### src/rtl/ibex_mem_arb_pkg.sv
// ibex_mem_arb_pkg: shared owner type and limits for the instr/data memory arbiter
package ibex_mem_arb_pkg;
  typedef enum logic {OwnerInstr = 1'b0, OwnerData = 1'b1} owner_e;
  localparam int unsigned ArbMaxOutstandingLimit = 4;
endpackage

### src/rtl/ibex_mem_arb_owner_fifo.sv
// ibex_mem_arb_owner_fifo: circular FIFO recording which port owns each outstanding transaction
module ibex_mem_arb_owner_fifo
  import ibex_mem_arb_pkg::*;
#(
  parameter int unsigned Depth = 2
) (
  input  logic   clk_i,
  input  logic   rst_i,
  input  logic   push_i,
  input  owner_e wdata_i,
  input  logic   pop_i,
  output logic   full_o,
  output logic   empty_o,
  output owner_e head_o
);
  localparam int unsigned PtrW = Depth > 1 ? $clog2(Depth) : 1;
  localparam int unsigned CntW = $clog2(Depth + 1);
  owner_e mem_q [Depth];
  logic [PtrW-1:0] wr_q, wr_d, rd_q, rd_d;
  logic [CntW-1:0] cnt_q, cnt_d;
  always_comb begin
    wr_d = push_i ? (wr_q == PtrW'(Depth - 1) ? '0 : wr_q + 1'b1) : wr_q;
    rd_d = pop_i ? (rd_q == PtrW'(Depth - 1) ? '0 : rd_q + 1'b1) : rd_q;
    cnt_d = cnt_q + CntW'(push_i) - CntW'(pop_i);
  end
  always_ff @(posedge clk_i) begin
    if (rst_i) begin
      wr_q  <= '0;
      rd_q  <= '0;
      cnt_q <= '0;
    end else begin
      wr_q  <= wr_d;
      rd_q  <= rd_d;
      cnt_q <= cnt_d;
    end
  end
  always_ff @(posedge clk_i) begin
    if (push_i) mem_q[wr_q] <= wdata_i;
  end
  assign full_o  = cnt_q == CntW'(Depth);
  assign empty_o = cnt_q == '0;
  assign head_o  = mem_q[rd_q];
endmodule

### src/rtl/ibex_mem_arbiter.sv
// ibex_mem_arbiter: merges instr and data request ports onto one memory port, routing responses by owner.
// IBEX_MEM_ARB_PERF_EN adds saturating per-port stall counters.
module ibex_mem_arbiter
  import ibex_mem_arb_pkg::*;
#(
  parameter int unsigned MaxOutstanding = 2,
  parameter bit          DataPriority   = 1'b1
) (
  input  logic        clk_i,
  input  logic        rst_i,
  input  logic        instr_req_i,
  output logic        instr_gnt_o,
  output logic        instr_rvalid_o,
  input  logic [31:0] instr_addr_i,
  output logic [31:0] instr_rdata_o,
  output logic        instr_err_o,
  input  logic        data_req_i,
  output logic        data_gnt_o,
  output logic        data_rvalid_o,
  input  logic        data_we_i,
  input  logic [3:0]  data_be_i,
  input  logic [31:0] data_addr_i,
  input  logic [31:0] data_wdata_i,
  output logic [31:0] data_rdata_o,
  output logic        data_err_o,
  output logic        mem_req_o,
  input  logic        mem_gnt_i,
  input  logic        mem_rvalid_i,
  output logic        mem_we_o,
  output logic [3:0]  mem_be_o,
  output logic [31:0] mem_addr_o,
  output logic [31:0] mem_wdata_o,
  input  logic [31:0] mem_rdata_i,
  input  logic        mem_err_i
`ifdef IBEX_MEM_ARB_PERF_EN
  ,
  output logic [31:0] perf_instr_stall_o,
  output logic [31:0] perf_data_stall_o
`endif
);
  owner_e sel, lock_owner_q, head;
  logic lock_q, lock_d, rr_q, fifo_full, fifo_empty, push, pop, sel_data;
  // rr_q set means data is preferred on the next contended cycle
  always_comb begin
    sel = OwnerInstr;
    if (lock_q) sel = lock_owner_q;
    else if (DataPriority || !(instr_req_i && data_req_i)) sel = data_req_i ? OwnerData : OwnerInstr;
    else sel = rr_q ? OwnerData : OwnerInstr;
  end
  assign sel_data    = sel == OwnerData;
  assign mem_req_o   = (instr_req_i | data_req_i) & ~fifo_full;
  assign push        = mem_req_o & mem_gnt_i;
  assign pop         = mem_rvalid_i & ~fifo_empty;
  assign lock_d      = mem_req_o & ~mem_gnt_i;
  assign mem_we_o    = sel_data ? data_we_i : 1'b0;
  assign mem_be_o    = sel_data ? data_be_i : 4'hF;
  assign mem_addr_o  = sel_data ? data_addr_i : instr_addr_i;
  assign mem_wdata_o = sel_data ? data_wdata_i : 32'h0;
  assign instr_gnt_o = push & ~sel_data;
  assign data_gnt_o  = push & sel_data;
  assign instr_rvalid_o = pop & (head == OwnerInstr);
  assign data_rvalid_o  = pop & (head == OwnerData);
  assign instr_err_o    = instr_rvalid_o & mem_err_i;
  assign data_err_o     = data_rvalid_o & mem_err_i;
  assign instr_rdata_o  = mem_rdata_i;
  assign data_rdata_o   = mem_rdata_i;
  always_ff @(posedge clk_i) begin
    if (rst_i) begin
      lock_q       <= 1'b0;
      lock_owner_q <= OwnerInstr;
      rr_q         <= 1'b0;
    end else begin
      lock_q       <= lock_d;
      lock_owner_q <= sel;
      if (push) rr_q <= sel == OwnerInstr;
    end
  end
  ibex_mem_arb_owner_fifo #(.Depth(MaxOutstanding)) u_owner_fifo (
    .clk_i   (clk_i),
    .rst_i   (rst_i),
    .push_i  (push),
    .wdata_i (sel),
    .pop_i   (pop),
    .full_o  (fifo_full),
    .empty_o (fifo_empty),
    .head_o  (head)
  );
  a_no_orphan_rvalid: assert property (@(posedge clk_i) disable iff (rst_i) !(mem_rvalid_i && fifo_empty));
`ifdef IBEX_MEM_ARB_PERF_EN
  logic [31:0] perf_instr_q, perf_data_q;
  always_ff @(posedge clk_i) begin
    if (rst_i) begin
      perf_instr_q <= '0;
      perf_data_q  <= '0;
    end else begin
      if (instr_req_i && !instr_gnt_o && perf_instr_q != '1) perf_instr_q <= perf_instr_q + 1'b1;
      if (data_req_i && !data_gnt_o && perf_data_q != '1) perf_data_q <= perf_data_q + 1'b1;
    end
  end
  assign perf_instr_stall_o = perf_instr_q;
  assign perf_data_stall_o  = perf_data_q;
`endif
endmodule

### config.mk
export PLATFORM = sky130hd
export DESIGN_NAME = ibex_mem_arbiter
export DESIGN_NICKNAME = d
export VERILOG_FILES = /design/src/rtl/ibex_mem_arb_pkg.sv /design/src/rtl/ibex_mem_arb_owner_fifo.sv /design/src/rtl/ibex_mem_arbiter.sv
export SDC_FILE = /design/constraint.sdc
export NUM_CORES = 1
export LEC_CHECK = 0
export CORE_AREA = 2 2 109 111
export CTS_CLUSTER_DIAMETER = 30
export CTS_CLUSTER_SIZE = 16
export DETAILED_ROUTE_END_ITERATION = 16
export DIE_AREA = 0 0 111 113
export RECOVER_POWER = 100
export SETUP_SLACK_MARGIN = 0.02
export SYNTH_ARGS = -nofsm -noshare
export SYNTH_HDL_FRONTEND = slang
export SYNTH_SLANG_ARGS = --single-unit
### constraint.sdc
create_clock -name clk_i -period 2.1 [get_ports clk_i]
set_input_delay 0.525 -clock clk_i [delete_from_list [all_inputs] [get_ports clk_i]]
set_output_delay 0.525 -clock clk_i [all_outputs]
set_load 0.03 [all_outputs]
Word level (Yosys, flattened, before mapping)
Memory sizes are Yosys's and may differ from the RTL's. A register that Yosys moved wholly into a read port is not among the register bits. Cells that the tools add are included. W data, S select, Z words.

Bits in registers: 6. RAM bits: 2. Input bits: 140. Output and inout bits: 140. Memories: 1.

Add/sub/neg operators: 4. Equal/unequal tests: 1. Muxes and demuxes: 12. Bitwise gates (word level): 16. Reductions and logical operators: 1.

Memory list: u_owner_fifo.mem_q (words 2, bits a word 1, read ports 1, clocked after Yosys merged registers in 1, write ports 1, RTL line ibex_mem_arb_owner_fifo.sv:18) `owner_e mem_q [Depth];`.

Operators by type and width (number): $mux W32 (2); $and A1 B1 Y1 (10); $mux W1 (9); $not A1 Y1 (5); $mux W4 (1); $add A1 B1 Y1 const B (2); $add A2 B1 Y2 (1); $eq A2 B2 Y1 const B (1); $logic_not A2 Y1 (1); $sub A2 B1 Y2 (1); $or A1 B1 Y1 (1).

Logic depth before layout (Yosys ltp)
Depth in word-level cells: 6. Depth in mapped cells: 5.

Modules after synthesis
Synthesis repeated with hierarchy kept, for this count alone.

Cells, all modules: 182. Area, all modules: 1664.1 µm².

Modules (own cells, without submodules): ibex_mem_arbiter (times used 1, cells each 158, area an instance 1376.3 µm², sequential area each 40.0 µm²); ibex_mem_arb_owner_fifo (times used 1, cells each 24, area an instance 287.8 µm², sequential area each 160.2 µm²).

Worst setup path after synthesis
OpenSTA, ideal clock, no wires.

Path kind: input-to-output. Start: input port data_req_i. End: output port instr_gnt_o. Data arrival time: 1.451 ns. Setup slack: 0.124 ns. Stages: 4. Cell sequence: mux2i_4 buf_2 inv_1 nor2_1.

Cells in the longest elaborated chain, start to end: 4.

Ends and longest elaborated chain: from (decl) (RTL line ibex_mem_arbiter.sv:17) `input logic data_req_i,`; $mux W1 (RTL line ibex_mem_arbiter.sv:47) `else if (DataPriority || !(instr_req_i && data_req_i)) sel = data_req_i ? OwnerData : OwnerInstr;`; $mux W1 (RTL line ibex_mem_arbiter.sv:46) `if (lock_q) sel = lock_owner_q;`; named net sel (RTL line ibex_mem_arbiter.sv:41) `owner_e sel, lock_owner_q, head;`; $not A1 Y1; $and A1 B1 Y1 (RTL line ibex_mem_arbiter.sv:59) `assign instr_gnt_o = push & ~sel_data;`; to (decl) (RTL line ibex_mem_arbiter.sv:12) `output logic instr_gnt_o,`.

The timed path passes the listed nets, and every way through them passes these cells.

Final worst setup path
Start: register lock_q. End: output port mem_addr_o[22].

Cells in the longest elaborated chain, start to end: 2.

Ends and longest elaborated chain: from (decl) (RTL line ibex_mem_arbiter.sv:42) `logic lock_q, lock_d, rr_q, fifo_full, fifo_empty, push, pop, sel_data;`; from (signal assigned) (RTL line ibex_mem_arbiter.sv:73) `lock_q <= lock_d;`; $mux W1 (RTL line ibex_mem_arbiter.sv:46); $mux W32 (RTL line ibex_mem_arbiter.sv:57) `assign mem_addr_o = sel_data ? data_addr_i : instr_addr_i;`; to (decl) (RTL line ibex_mem_arbiter.sv:31) `output logic [31:0] mem_addr_o,`.

No other way between the ends.

==> metrics <==
critical-path cell list mux2i_4 -> buf_6 -> clkbuf_16 -> mux2_4 -> buf_6; vias in the first global route 1874; I/O Buffers about 180; total routed wirelength ~7 mm; H-tree level count 1; Hold Path Depth 2; Tmin final roughly 2.2 ns; num rows 39; R2R depth 6; setup TNS -0.6855 ns; max-cap viol count 0; Final Wtd Congestion between 0.8 and 0.9; most frequent cells in the layout 102 x clkdlybuf4s50_1, 43 x buf_6, 33 x mux2_4; final number of hold-violating endpoints 0; Die Height 113 um; RSZ-0062 raised after global routing true; Num CTS Buffers 3; Worst R2R End u_owner_fifo.cnt_q[1]$_SDFF_PP0_; io pins between 200 and 300; Clk Latency, worst-skew pair ~0.24 ns; Max-slew headroom 0.8200; count of unique library cells instantiated by Yosys 29; Die X 111 um; Worst Path Max Fanout 6; largest net degree at the start of global routing 17; Synth area leader buf_4; maximum vdd ir drop between 0.3 and 0.4 mV; fin nets around 470; CTS tree built; most frequent CP cell buf_6; Layout area overhead 126.6%; status finished with violations; crit start category register; Initial Util 0.1381; Cell Pwr Density roughly 550 mW/mm2; n_diodes 0; actual slew at the worst max-slew pin roughly 0.26 ns; Max Freq about 0.46 GHz; crit path capture type output pin; R2R Setup Slk roughly 0.3 ns; Hold Path Origin u_owner_fifo.rd_q$_SDFFE_PP0P_; drt wl/cell roughly 15 um; Num Clock Sinks 9; share of layout cells above drive strength 1 0.4646; Final Slew Violations 0; gr ovfl total 0; failing checks setup timing; syn_area_per_cell approximately 8.4 um2; arrival time at the worst endpoint approximately 1.6 ns; clock-pin slew on the worst setup and hold paths 0.04 ns; CTS Buffer Depth 2; Yosys reg bits 9; worst setup margin -0.05457 ns; final setup vio count 28; total track usage 0.1027; drt pass-1 iters 4; clock skew between 0.002 and 0.0025 ns; max incr delay on CP between 0.3 and 0.4 ns; Synth Cell Area around 0.0016 mm2; Detail Route Antenna Nets 0; Yosys top cell area share 0.3232; die area 0.01254 mm2; register area share after synthesis 0.1286; core area 0.01127 mm2; sink of the worst hold path u_owner_fifo.rd_q$_SDFFE_PP0P_; reg2reg start u_owner_fifo.cnt_q[0]$_SDFF_PP0_; first-pass GRT wire length ~10 mm; Static Leak around 0.0016 uW; Syn Nets approximately 330; commonest non-fill, non-tap cell in the layout clkdlybuf4s50_1; synthesis warning total 0; vias per inst about 3.7; Syn Inst Count ~190; starting DRC count in detailed routing 23; worst hold path type register to register; slowest cell on the critical path dfxtp_2; fin crit share 1.026; vias post-DR 1726; Post-DP HPWL between 5 and 6 mm; antenna violations before repair 0; fin util 0.3129; top cells by area, synth buf_4 32%, mux2_2 20%, nor2b_1 14%, dfxtp_1 9.0%, edfxtp_1 3.9%; DRC 0; CP Data Required Time about 1.6 ns; Root Buffer clkbuf_16; kind of critical path register to output pin
[power by group]
part	total (uW)	leakage [uW]	switching (uW)	internal (uW)
Sequential	243	0.0000768	23.0	220
Combinational	1360	0.00150	621	736
Clock	335	0.0000382	81.9	254
Total	1940	0.00161	726	1210
[how the worst max path moves through the flow]
stage                       from              to  slack, ns  cells after the start
2_1_floorplan         data_req_i     instr_gnt_o       0.12                      4
3_3_place_gp          data_req_i  mem_addr_o[14]      -0.83                      5
3_5_place_dp          data_req_i   mem_addr_o[8]      -0.84                      5
4_1_cts        lock_q$_SDFF_PP0_   mem_addr_o[4]       -0.1                      6
5_1_grt        lock_q$_SDFF_PP0_  mem_addr_o[22]      -0.10                      5
6_report       lock_q$_SDFF_PP0_  mem_addr_o[22]      -0.05                      5
[worst max-delay path: cells and delay by family, from the launching register on]
family / cells / cell delay (ns)
buffers and inverters: 3 / 0.50
flip-flops: 1 / 0.34
multiplexers: 2 / 0.55
[layout make-up]
type                    instances  area [um2]
clock buffers                   4       78.83
fillers                      1177        7745
inverters                       3       11.26
multi-input cells             101       989.7
flip-flops and latches          9       201.4
well taps                     143       178.9
repair buffers                208        2067
[metal layers]
layer / part of all wire / up-vias / global-route usage
li1: - / 817 / -
met1: 0.32 / 777 / 0.09655
met2: 0.56 / 108 / 0.2053
met3: 0.085 / 24 / 0.02839
met4: 0.028 / 0 / 0.04667
met5: 0 / - / 0
[synthesized netlist by cell type]
master,n
ha_1,1
nand2b_1,1
nor4_1,1
inv_1,3
edfxtp_1,2
mux2i_4,1
a21oi_1,2
mux2i_1,1
buf_4,67
mux2_4,1
buf_2,1
or4_1,1
or3b_4,1
o21a_1,1
and2_1,1
nor2b_1,35
nor2_1,9
or2_2,4
clkbuf_1,4
and3_1,2
xnor2_1,1
nor2b_4,1
xor2_1,1
mux2_1,4
mux2_2,28
dfxtp_1,7
nand2_1,1
nor2_2,1
o31ai_1,2
[cells by family after synthesis]
family,synth area share
AND/OR/NAND/NOR,0.2259
multiplexers,0.2621
buffers and inverters,0.3432
AO/OA/AOI/OAI,0.02090
XOR/XNOR,0.01126
flip-flops,0.1286
adder cells (fa/ha/maj),0.008037
[per-stage QoR]
step           instance area, um2  hold WS, ns  cells  power (uW)  setup WS (ns)
6_report                     3527       0.5143    468        1936       -0.05457
5_1_grt                      3527       0.5838    468        2043        -0.1047
4_1_cts                      3588       0.5217    470        1988       -0.09924
3_5_place_dp                 3117       0.5106    452        1428        -0.8440
3_3_place_gp                 3117       0.4912    452        1412        -0.8311
2_1_floorplan                1556       0.4813    185        1078         0.1238
[timing repair]
item | CTS | global route
setup endpoints to repair | 74 | 65
cloned | 5 | 1
gates resized for setup | 399 | 20
hold buffers | 0 | 0
pin swaps | 1 | 0
buffers inserted | 9 | 0
No activity file was read; power rests on OpenSTA's default activity.
